===== src/rtl/pipe_pkg.sv =====
// Shared types for the decode-to-execute boundary: forwarding select codes
// and the packed E-domain control bundle.
package pipe_pkg;

  localparam logic [1:0] FWD_REG = 2'b00;
  localparam logic [1:0] FWD_WB  = 2'b01;
  localparam logic [1:0] FWD_MEM = 2'b10;

  typedef struct packed {
    logic       Valid;
    logic       RegWrite;
    logic [1:0] ResultSrc;
    logic       MemWrite;
    logic       Jump;
    logic       Branch;
    logic [1:0] ALUControl;
    logic       ALUSrc;
  } ctrl_e_t;

endpackage


===== src/rtl/id_ex_stage_if.sv =====
// Signal bundle between decode/hazard logic and the ID/EX pipeline register.
// The stage is the slave; whoever drives the decode side is the master.
interface id_ex_stage_if #(
  parameter int DATA_W = 32,
  parameter int REG_AW = 5,
  parameter int CNT_W  = 16
);

  logic              StallE, FlushE, ValidD;
  logic              RegWriteD, MemWriteD, JumpD, BranchD, ALUSrcD;
  logic [1:0]        ResultSrcD, ALUControlD;
  logic [DATA_W-1:0] RD1D, RD2D, PCD, PCPlus4D, ExtImmD;
  logic [REG_AW-1:0] Rs1D, Rs2D, RdD;
  logic [1:0]        ForwardAE, ForwardBE;
  logic [DATA_W-1:0] ALUResultM, ResultW;

  logic              ValidE;
  logic              RegWriteE, MemWriteE, JumpE, BranchE, ALUSrcE;
  logic [1:0]        ResultSrcE, ALUControlE;
  logic [DATA_W-1:0] RD1E, RD2E, PCE, PCPlus4E, ExtImmE;
  logic [REG_AW-1:0] Rs1E, Rs2E, RdE;
  logic [DATA_W-1:0] SrcAE, WriteDataE;
  logic [CNT_W-1:0]  BubbleCnt;

  modport master (
    output StallE, FlushE, ValidD,
    output RegWriteD, MemWriteD, JumpD, BranchD, ALUSrcD, ResultSrcD, ALUControlD,
    output RD1D, RD2D, PCD, PCPlus4D, ExtImmD, Rs1D, Rs2D, RdD,
    output ForwardAE, ForwardBE, ALUResultM, ResultW,
    input  ValidE, RegWriteE, MemWriteE, JumpE, BranchE, ALUSrcE, ResultSrcE, ALUControlE,
    input  RD1E, RD2E, PCE, PCPlus4E, ExtImmE, Rs1E, Rs2E, RdE,
    input  SrcAE, WriteDataE, BubbleCnt
  );

  modport slave (
    input  StallE, FlushE, ValidD,
    input  RegWriteD, MemWriteD, JumpD, BranchD, ALUSrcD, ResultSrcD, ALUControlD,
    input  RD1D, RD2D, PCD, PCPlus4D, ExtImmD, Rs1D, Rs2D, RdD,
    input  ForwardAE, ForwardBE, ALUResultM, ResultW,
    output ValidE, RegWriteE, MemWriteE, JumpE, BranchE, ALUSrcE, ResultSrcE, ALUControlE,
    output RD1E, RD2E, PCE, PCPlus4E, ExtImmE, Rs1E, Rs2E, RdE,
    output SrcAE, WriteDataE, BubbleCnt
  );

endinterface


===== src/rtl/fwd_mux3.sv =====
// Three-way operand forwarding mux: register-file value, writeback result
// or memory-stage ALU result. The reserved select falls back to the register value.
module fwd_mux3
  import pipe_pkg::*;
#(
  parameter int DATA_W = 32
) (
  input  logic [1:0]        i_sel,
  input  logic [DATA_W-1:0] i_reg,
  input  logic [DATA_W-1:0] i_wb,
  input  logic [DATA_W-1:0] i_mem,
  output logic [DATA_W-1:0] o_y
);

  always_comb begin
    o_y = i_reg;
    case (i_sel)
      FWD_REG: o_y = i_reg;
      FWD_WB:  o_y = i_wb;
      FWD_MEM: o_y = i_mem;
      default: o_y = i_reg;
    endcase
  end

endmodule


===== src/rtl/id_ex_stage.sv =====
// ID/EX pipeline register with stall/flush, operand forwarding into the
// execute stage and a saturating count of inserted bubbles.
module id_ex_stage
  import pipe_pkg::*;
#(
  parameter int DATA_W = 32,
  parameter int REG_AW = 5,
  parameter int CNT_W  = 16
) (
  input logic          clk,
  input logic          rst,
  id_ex_stage_if.slave bus
);

  ctrl_e_t           r_ctrl;
  ctrl_e_t           w_ctrl_d;
  logic [DATA_W-1:0] r_rd1, r_rd2, r_pc, r_pc_plus4, r_imm;
  logic [REG_AW-1:0] r_rs1, r_rs2, r_rd;
  logic [CNT_W-1:0]  r_bubble_cnt;
  logic              w_bubble;
  logic [DATA_W-1:0] w_src_a, w_write_data;

  // A non-valid decode slot carries no control, so side effects cannot leak downstream.
  always_comb begin
    w_ctrl_d = '0;
    if (bus.ValidD) begin
      w_ctrl_d.Valid      = 1'b1;
      w_ctrl_d.RegWrite   = bus.RegWriteD;
      w_ctrl_d.ResultSrc  = bus.ResultSrcD;
      w_ctrl_d.MemWrite   = bus.MemWriteD;
      w_ctrl_d.Jump       = bus.JumpD;
      w_ctrl_d.Branch     = bus.BranchD;
      w_ctrl_d.ALUControl = bus.ALUControlD;
      w_ctrl_d.ALUSrc     = bus.ALUSrcD;
    end else begin
      w_ctrl_d = '0;
    end
  end

  always_ff @(posedge clk or posedge rst) begin
    if (rst) begin
      r_ctrl     <= '0;
      r_rd1      <= '0;
      r_rd2      <= '0;
      r_pc       <= '0;
      r_pc_plus4 <= '0;
      r_imm      <= '0;
      r_rs1      <= '0;
      r_rs2      <= '0;
      r_rd       <= '0;
    end else if (bus.FlushE) begin
      r_ctrl     <= '0;
      r_rd1      <= '0;
      r_rd2      <= '0;
      r_pc       <= '0;
      r_pc_plus4 <= '0;
      r_imm      <= '0;
      r_rs1      <= '0;
      r_rs2      <= '0;
      r_rd       <= '0;
    end else if (!bus.StallE) begin
      r_ctrl     <= w_ctrl_d;
      r_rd1      <= bus.RD1D;
      r_rd2      <= bus.RD2D;
      r_pc       <= bus.PCD;
      r_pc_plus4 <= bus.PCPlus4D;
      r_imm      <= bus.ExtImmD;
      r_rs1      <= bus.Rs1D;
      r_rs2      <= bus.Rs2D;
      r_rd       <= bus.RdD;
    end
  end

  // A flush, or an unstalled capture of a non-valid slot, both put a bubble into E.
  assign w_bubble = bus.FlushE | (~bus.StallE & ~bus.ValidD);

  always_ff @(posedge clk or posedge rst) begin
    if (rst) begin
      r_bubble_cnt <= '0;
    end else if (w_bubble && (r_bubble_cnt != {CNT_W{1'b1}})) begin
      r_bubble_cnt <= r_bubble_cnt + CNT_W'(1);
    end
  end

  fwd_mux3 #(.DATA_W(DATA_W)) u_fwd_a (
    .i_sel (bus.ForwardAE),
    .i_reg (r_rd1),
    .i_wb  (bus.ResultW),
    .i_mem (bus.ALUResultM),
    .o_y   (w_src_a)
  );

  fwd_mux3 #(.DATA_W(DATA_W)) u_fwd_b (
    .i_sel (bus.ForwardBE),
    .i_reg (r_rd2),
    .i_wb  (bus.ResultW),
    .i_mem (bus.ALUResultM),
    .o_y   (w_write_data)
  );

  assign bus.ValidE      = r_ctrl.Valid;
  assign bus.RegWriteE   = r_ctrl.RegWrite;
  assign bus.ResultSrcE  = r_ctrl.ResultSrc;
  assign bus.MemWriteE   = r_ctrl.MemWrite;
  assign bus.JumpE       = r_ctrl.Jump;
  assign bus.BranchE     = r_ctrl.Branch;
  assign bus.ALUControlE = r_ctrl.ALUControl;
  assign bus.ALUSrcE     = r_ctrl.ALUSrc;
  assign bus.RD1E        = r_rd1;
  assign bus.RD2E        = r_rd2;
  assign bus.PCE         = r_pc;
  assign bus.PCPlus4E    = r_pc_plus4;
  assign bus.ExtImmE     = r_imm;
  assign bus.Rs1E        = r_rs1;
  assign bus.Rs2E        = r_rs2;
  assign bus.RdE         = r_rd;
  assign bus.SrcAE       = w_src_a;
  assign bus.WriteDataE  = w_write_data;
  assign bus.BubbleCnt   = r_bubble_cnt;

endmodule


===== src/flat_wrapper.sv =====
// flat-port wrapper written by rule: the top's interface ports become plain ports
module id_ex_stage_flat import pipe_pkg::*;
#(
  parameter int DATA_W = 32,
  parameter int REG_AW = 5,
  parameter int CNT_W  = 16
)
  (clk, rst, bus_StallE, bus_FlushE, bus_ValidD, bus_RegWriteD, bus_MemWriteD, bus_JumpD, bus_BranchD, bus_ALUSrcD, bus_ResultSrcD, bus_ALUControlD, bus_RD1D, bus_RD2D, bus_PCD, bus_PCPlus4D, bus_ExtImmD, bus_Rs1D, bus_Rs2D, bus_RdD, bus_ForwardAE, bus_ForwardBE, bus_ALUResultM, bus_ResultW, bus_ValidE, bus_RegWriteE, bus_MemWriteE, bus_JumpE, bus_BranchE, bus_ALUSrcE, bus_ResultSrcE, bus_ALUControlE, bus_RD1E, bus_RD2E, bus_PCE, bus_PCPlus4E, bus_ExtImmE, bus_Rs1E, bus_Rs2E, bus_RdE, bus_SrcAE, bus_WriteDataE, bus_BubbleCnt);
  id_ex_stage_if #(.DATA_W(DATA_W), .REG_AW(REG_AW), .CNT_W(CNT_W)) bus_i ();
  input logic clk;
  input logic rst;
  input wire logic [$bits(bus_i.StallE)-1:0] bus_StallE;
  input wire logic [$bits(bus_i.FlushE)-1:0] bus_FlushE;
  input wire logic [$bits(bus_i.ValidD)-1:0] bus_ValidD;
  input wire logic [$bits(bus_i.RegWriteD)-1:0] bus_RegWriteD;
  input wire logic [$bits(bus_i.MemWriteD)-1:0] bus_MemWriteD;
  input wire logic [$bits(bus_i.JumpD)-1:0] bus_JumpD;
  input wire logic [$bits(bus_i.BranchD)-1:0] bus_BranchD;
  input wire logic [$bits(bus_i.ALUSrcD)-1:0] bus_ALUSrcD;
  input wire logic [$bits(bus_i.ResultSrcD)-1:0] bus_ResultSrcD;
  input wire logic [$bits(bus_i.ALUControlD)-1:0] bus_ALUControlD;
  input wire logic [$bits(bus_i.RD1D)-1:0] bus_RD1D;
  input wire logic [$bits(bus_i.RD2D)-1:0] bus_RD2D;
  input wire logic [$bits(bus_i.PCD)-1:0] bus_PCD;
  input wire logic [$bits(bus_i.PCPlus4D)-1:0] bus_PCPlus4D;
  input wire logic [$bits(bus_i.ExtImmD)-1:0] bus_ExtImmD;
  input wire logic [$bits(bus_i.Rs1D)-1:0] bus_Rs1D;
  input wire logic [$bits(bus_i.Rs2D)-1:0] bus_Rs2D;
  input wire logic [$bits(bus_i.RdD)-1:0] bus_RdD;
  input wire logic [$bits(bus_i.ForwardAE)-1:0] bus_ForwardAE;
  input wire logic [$bits(bus_i.ForwardBE)-1:0] bus_ForwardBE;
  input wire logic [$bits(bus_i.ALUResultM)-1:0] bus_ALUResultM;
  input wire logic [$bits(bus_i.ResultW)-1:0] bus_ResultW;
  output wire logic [$bits(bus_i.ValidE)-1:0] bus_ValidE;
  output wire logic [$bits(bus_i.RegWriteE)-1:0] bus_RegWriteE;
  output wire logic [$bits(bus_i.MemWriteE)-1:0] bus_MemWriteE;
  output wire logic [$bits(bus_i.JumpE)-1:0] bus_JumpE;
  output wire logic [$bits(bus_i.BranchE)-1:0] bus_BranchE;
  output wire logic [$bits(bus_i.ALUSrcE)-1:0] bus_ALUSrcE;
  output wire logic [$bits(bus_i.ResultSrcE)-1:0] bus_ResultSrcE;
  output wire logic [$bits(bus_i.ALUControlE)-1:0] bus_ALUControlE;
  output wire logic [$bits(bus_i.RD1E)-1:0] bus_RD1E;
  output wire logic [$bits(bus_i.RD2E)-1:0] bus_RD2E;
  output wire logic [$bits(bus_i.PCE)-1:0] bus_PCE;
  output wire logic [$bits(bus_i.PCPlus4E)-1:0] bus_PCPlus4E;
  output wire logic [$bits(bus_i.ExtImmE)-1:0] bus_ExtImmE;
  output wire logic [$bits(bus_i.Rs1E)-1:0] bus_Rs1E;
  output wire logic [$bits(bus_i.Rs2E)-1:0] bus_Rs2E;
  output wire logic [$bits(bus_i.RdE)-1:0] bus_RdE;
  output wire logic [$bits(bus_i.SrcAE)-1:0] bus_SrcAE;
  output wire logic [$bits(bus_i.WriteDataE)-1:0] bus_WriteDataE;
  output wire logic [$bits(bus_i.BubbleCnt)-1:0] bus_BubbleCnt;
  assign bus_i.StallE = bus_StallE;
  assign bus_i.FlushE = bus_FlushE;
  assign bus_i.ValidD = bus_ValidD;
  assign bus_i.RegWriteD = bus_RegWriteD;
  assign bus_i.MemWriteD = bus_MemWriteD;
  assign bus_i.JumpD = bus_JumpD;
  assign bus_i.BranchD = bus_BranchD;
  assign bus_i.ALUSrcD = bus_ALUSrcD;
  assign bus_i.ResultSrcD = bus_ResultSrcD;
  assign bus_i.ALUControlD = bus_ALUControlD;
  assign bus_i.RD1D = bus_RD1D;
  assign bus_i.RD2D = bus_RD2D;
  assign bus_i.PCD = bus_PCD;
  assign bus_i.PCPlus4D = bus_PCPlus4D;
  assign bus_i.ExtImmD = bus_ExtImmD;
  assign bus_i.Rs1D = bus_Rs1D;
  assign bus_i.Rs2D = bus_Rs2D;
  assign bus_i.RdD = bus_RdD;
  assign bus_i.ForwardAE = bus_ForwardAE;
  assign bus_i.ForwardBE = bus_ForwardBE;
  assign bus_i.ALUResultM = bus_ALUResultM;
  assign bus_i.ResultW = bus_ResultW;
  assign bus_ValidE = bus_i.ValidE;
  assign bus_RegWriteE = bus_i.RegWriteE;
  assign bus_MemWriteE = bus_i.MemWriteE;
  assign bus_JumpE = bus_i.JumpE;
  assign bus_BranchE = bus_i.BranchE;
  assign bus_ALUSrcE = bus_i.ALUSrcE;
  assign bus_ResultSrcE = bus_i.ResultSrcE;
  assign bus_ALUControlE = bus_i.ALUControlE;
  assign bus_RD1E = bus_i.RD1E;
  assign bus_RD2E = bus_i.RD2E;
  assign bus_PCE = bus_i.PCE;
  assign bus_PCPlus4E = bus_i.PCPlus4E;
  assign bus_ExtImmE = bus_i.ExtImmE;
  assign bus_Rs1E = bus_i.Rs1E;
  assign bus_Rs2E = bus_i.Rs2E;
  assign bus_RdE = bus_i.RdE;
  assign bus_SrcAE = bus_i.SrcAE;
  assign bus_WriteDataE = bus_i.WriteDataE;
  assign bus_BubbleCnt = bus_i.BubbleCnt;
  id_ex_stage #(.DATA_W(DATA_W), .REG_AW(REG_AW), .CNT_W(CNT_W)) u_core (.clk(clk), .rst(rst), .bus(bus_i));
endmodule

===== config.mk =====
export PLATFORM = sky130hd
export DESIGN_NAME = id_ex_stage_flat
export DESIGN_NICKNAME = d
export VERILOG_FILES = /design/src/rtl/pipe_pkg.sv /design/src/rtl/id_ex_stage_if.sv /design/src/rtl/fwd_mux3.sv /design/src/rtl/id_ex_stage.sv /design/src/flat_wrapper.sv
export SDC_FILE = /design/constraint.sdc
export NUM_CORES = 1
export LEC_CHECK = 0
export BUFFER_PORTS_ARGS = -buffer_cell sky130_fd_sc_hd__clkbuf_2
export CAP_MARGIN = 20
export CORE_AREA = 2 2 202 204
export CTS_BUF_LIST = sky130_fd_sc_hd__clkbuf_16
export CTS_CLUSTER_SIZE = 10
export DETAILED_ROUTE_END_ITERATION = 10
export DIE_AREA = 0 0 204 206
export PLACE_DENSITY = 0.5
export SLEW_MARGIN = 10
export SYNTH_ARGS = -nofsm -noshare
export SYNTH_HDL_FRONTEND = slang
export SYNTH_SLANG_ARGS = --single-unit

===== constraint.sdc =====
create_clock -name clk -period 15 [get_ports clk]
set_input_delay 3 -clock clk [delete_from_list [all_inputs] [get_ports clk]]
set_output_delay 3 -clock clk [all_outputs]
set_load 0.1 [all_outputs]

==> summary.md <==
| Metric | Value |
|---|---|
| Per-cell routed wire length | `19.8 um` |
| Maxcap violations | `0` |
| Worst path slowest cell | `ha_2` |
| Clk root buf | `clkbuf_16` |
| Skew final | `7.07 ps` |
| Critical path type | `in2out` |
| Register bit total from synthesis | `201` |
| Total wire length | `38600 um` |
| Clock-pin slew on the worst setup and hold paths | `60 ps` |
| DRT antenna net count | `0` |
| Share of cells above drive strength 1 | `40.6%` |
| Crit path max fanout | `64` |
| Mapped Cells | `917` |
| DRT iter0 DRCs | `523` |
| RSZ-0062 raised after global routing | `false` |
| CTS tree | `built` |
| Via Count | `8852` |
| Commonest non-fill, non-tap cell in the layout | `clkbuf_2` |
| Vias in the first global route | `8970` |
| Syn avg cell area | `10.3 um^2` |
| Synth area leader | `dfrtp_1` |
| Post-detail-place hpwl | `29000 um` |
| Design area | `13200 um^2` |
| Initial antenna violation count | `3` |
| Area occupied by multi-input gates | `4120 um^2` |
| DR vias/cell | `4.55` |
| Worst path arrival time | `5110 ps` |
| Final hold vios | `0` |
| Drt drc | `0` |
| Largest net degree at the start of global routing | `105` |
| Syn. warnings | `0` |
| Final worst-path cycle share | `54.1%` |
| Htree depth | `1` |
| First-pass GRT wire length | `56200 um` |
| Yosys cell types | `35` |
| # resized after CTS | `0` |
| Worst endpoint required time | `12000 ps` |
| CTS max path bufs | `3` |
| P&R area growth vs syn | `40.1%` |
| Synth area leaders | `dfrtp_1 53%, mux2i_1 19%, nor2_1 7.9%, a22oi_1 5.1%, o21ai_0 3.4%` |
| Full die area | `42000 um^2` |
| Setup TNS Final | `0 ps` |
| Ports | `522` |
| Die width | `204 um` |
| GR Overflow Total | `0` |
| Initial Utilization | `23.5%` |
| Slew headroom | `31.8%` |
| Post-synth ARST share | `100%` |
| Cts hold-fix bufs | `0` |
| Final min period | `8110 ps` |
| Cell Chain, Critical Path | `clkbuf_2, inv_1, ha_2, nand2_1, o21ai_0, clkbuf_2` |
| Post-Syn Area | `9460 um^2` |
| Port Buf Inserts | `521` |
| Most used cell, CP | `clkbuf_2` |
| GRT Total Usage | `17.5%` |
| CP peak stage delay | `990 ps` |
| Top-area cell type share of the netlist area | `53.2%` |
| Sequential fraction of the synthesis area | `53.2%` |
| DP Area | `12500 um^2` |
| EDFF count, synth | `0` |
| Crit end category | `output port` |
| Final setup margin | `6890 ps` |
| Status | `complete, no violations` |
| DR pass1 iterations | `7` |
| Leakage Power | `7.30 nW` |
| Commonest cells after routing, fill and taps aside | `519 x clkbuf_2, 201 x dfrtp_1, 198 x nor2_1` |
| Gpl congestion | `0.860` |
| Final setup viols | `0` |
| Fmax | `0.123 GHz` |
| Sequential Area | `5030 um^2` |
| CTS buffer count | `25` |
| Nets@finish | `1665` |
| Critical Path Start Type | `primary input` |
| Power Density | `137 nW/um^2` |
| Die H | `206 um` |
| CTS Sinks | `201` |
| Row cnt | `74` |
| Worst Max-Slew Pin Slew | `1020 ps` |
| Pre-CTS WS | `6760 ps` |
| Post-synth top flop | `dfrtp_1` |
| Clk_lat worst skew | `530 ps` |
| Max rail drop VDD | `0.0000833 V` |
| Max-slew violations | `0` |
| Fill cells | `4257` |
| Min Hold Slack | `512 ps` |
| Min-delay worst type | `reg2reg` |
| Buffer count from post-CTS setup fixing | `0` |
| Core Box Area | `40200 um^2` |
| Syn Nets | `1179` |
[Yosys cell counts, types with 2 or more instances]
cell type	count
buf_2	21
nand4_1	2
o21ai_0	64
nor4b_2	2
dfrtp_1	201
inv_1	7
xnor2_1	5
mux2i_1	175
nand3_1	3
nand4_2	3
nor3_1	3
nor2_1	198
clkbuf_1	48
a22oi_1	64
ha_1	5
xor2_1	8
a21oi_1	11
and3_1	2
nor3b_1	2
nand2_1	78
[kinds of logic (layout without fill, tap and decap cells)]
logic type | after synthesis | count (layout) | synth area share [%]
and+or+nand+nor | 303 | 303 | 13.6
DFF | 201 | 201 | 53.2
muxes | 176 | 176 | 18.7
AOI/OAI and AO/OA | 142 | 142 | 9.37
buffers and inverters | 77 | 573 | 3.33
xor gates and xnor gates | 13 | 13 | 1.20
adders and majority gates | 5 | 5 | 0.662
other | 0 | 1 | 0
[through the flow]
step | cells | total power, mW | util, %
2_1_floorplan | 917 | 1.13 | -
3_3_place_gp | 1907 | 1.28 | 31.2
3_5_place_dp | 1907 | 1.28 | 31.2
4_1_cts | 1944 | 1.83 | 32.9
5_1_grt | 1946 | 1.89 | 33.0
6_report | 1946 | 1.81 | 33.0
[where the power goes]
group          switching [mW]  leakage [nW]  total, mW  internal, mW
clock network           0.233         0.361      0.546         0.313
registers              0.0381          2.66      0.618         0.580
logic                   0.536          4.28      0.649         0.113
[flip-flops by register name, indices dropped and copies added (netlist names)]
name	cells
u_core.bus.ExtImmE	32
u_core.bus.BubbleCnt	16
u_core.bus.ValidE	1
u_core.bus.RegWriteE	1
u_core.bus.RD1E	32
u_core.bus.Rs1E	5
u_core.bus.ALUControlE	2
u_core.bus.ResultSrcE	2
u_core.bus.RD2E	32
u_core.bus.RdE	5
u_core.bus.Rs2E	5
u_core.bus.PCPlus4E	32
u_core.bus.ALUSrcE	1
u_core.bus.MemWriteE	1
u_core.bus.JumpE	1
u_core.bus.BranchE	1
u_core.bus.PCE	32
[metal layers]
layer	routed length, um	GRT usage [%]	share of wire, %	up-vias
li1	-	-	-	4110
met1	14800	20.8	38	4269
met2	19000	29.9	49	414
met3	3580	5.12	9.3	59
met4	1230	6.52	3.2	0
met5	0	0	0	-
[final timing paths]
kind / cells after the start / endpoint / from / slack (ps)
worst max-delay path: 6 / bus_WriteDataE[31] / bus_ForwardBE[0] / 6890
worst min-delay path: 2 / u_core.bus.ALUSrcE$_DFFE_PP0P_ / u_core.bus.ALUSrcE$_DFFE_PP0P_ / 510
worst max register to register: 5 / u_core.bus.BubbleCnt[1]$_DFFE_PP0P_ / u_core.bus.BubbleCnt[0]$_DFFE_PP0P_ / 13130
worst min register to register: 2 / u_core.bus.ALUSrcE$_DFFE_PP0P_ / u_core.bus.ALUSrcE$_DFFE_PP0P_ / 510
max in group asynchronous: 3 / u_core.bus.BubbleCnt[15]$_DFFE_PP0P_ / rst / 10990
min in group asynchronous: 2 / u_core.bus.PCE[28]$_DFFE_PP0P_ / rst / 2590
[critical path, delay by kind of cell]
kind                     cells  cell delay, ps
AND/OR/NAND/NOR              1             260
adder cells (fa/ha/maj)      1             990
AO/OA/AOI/OAI                1             180
buffers and inverters        3             660
[area by class of cell]
type | count | area share (%)
Timing Repair Buffer | 529 | 20.4
Multi-Input combinational cell | 639 | 31.1
Clock inverter | 12 | 0.576
Antenna cell | 1 | 0.0189
Inverter | 7 | 0.255
Clock buffer | 25 | 4.72
Sequential cell | 201 | 38.0
Tap cell | 532 | 5.03
No activity file was read; power rests on OpenSTA's default activity.
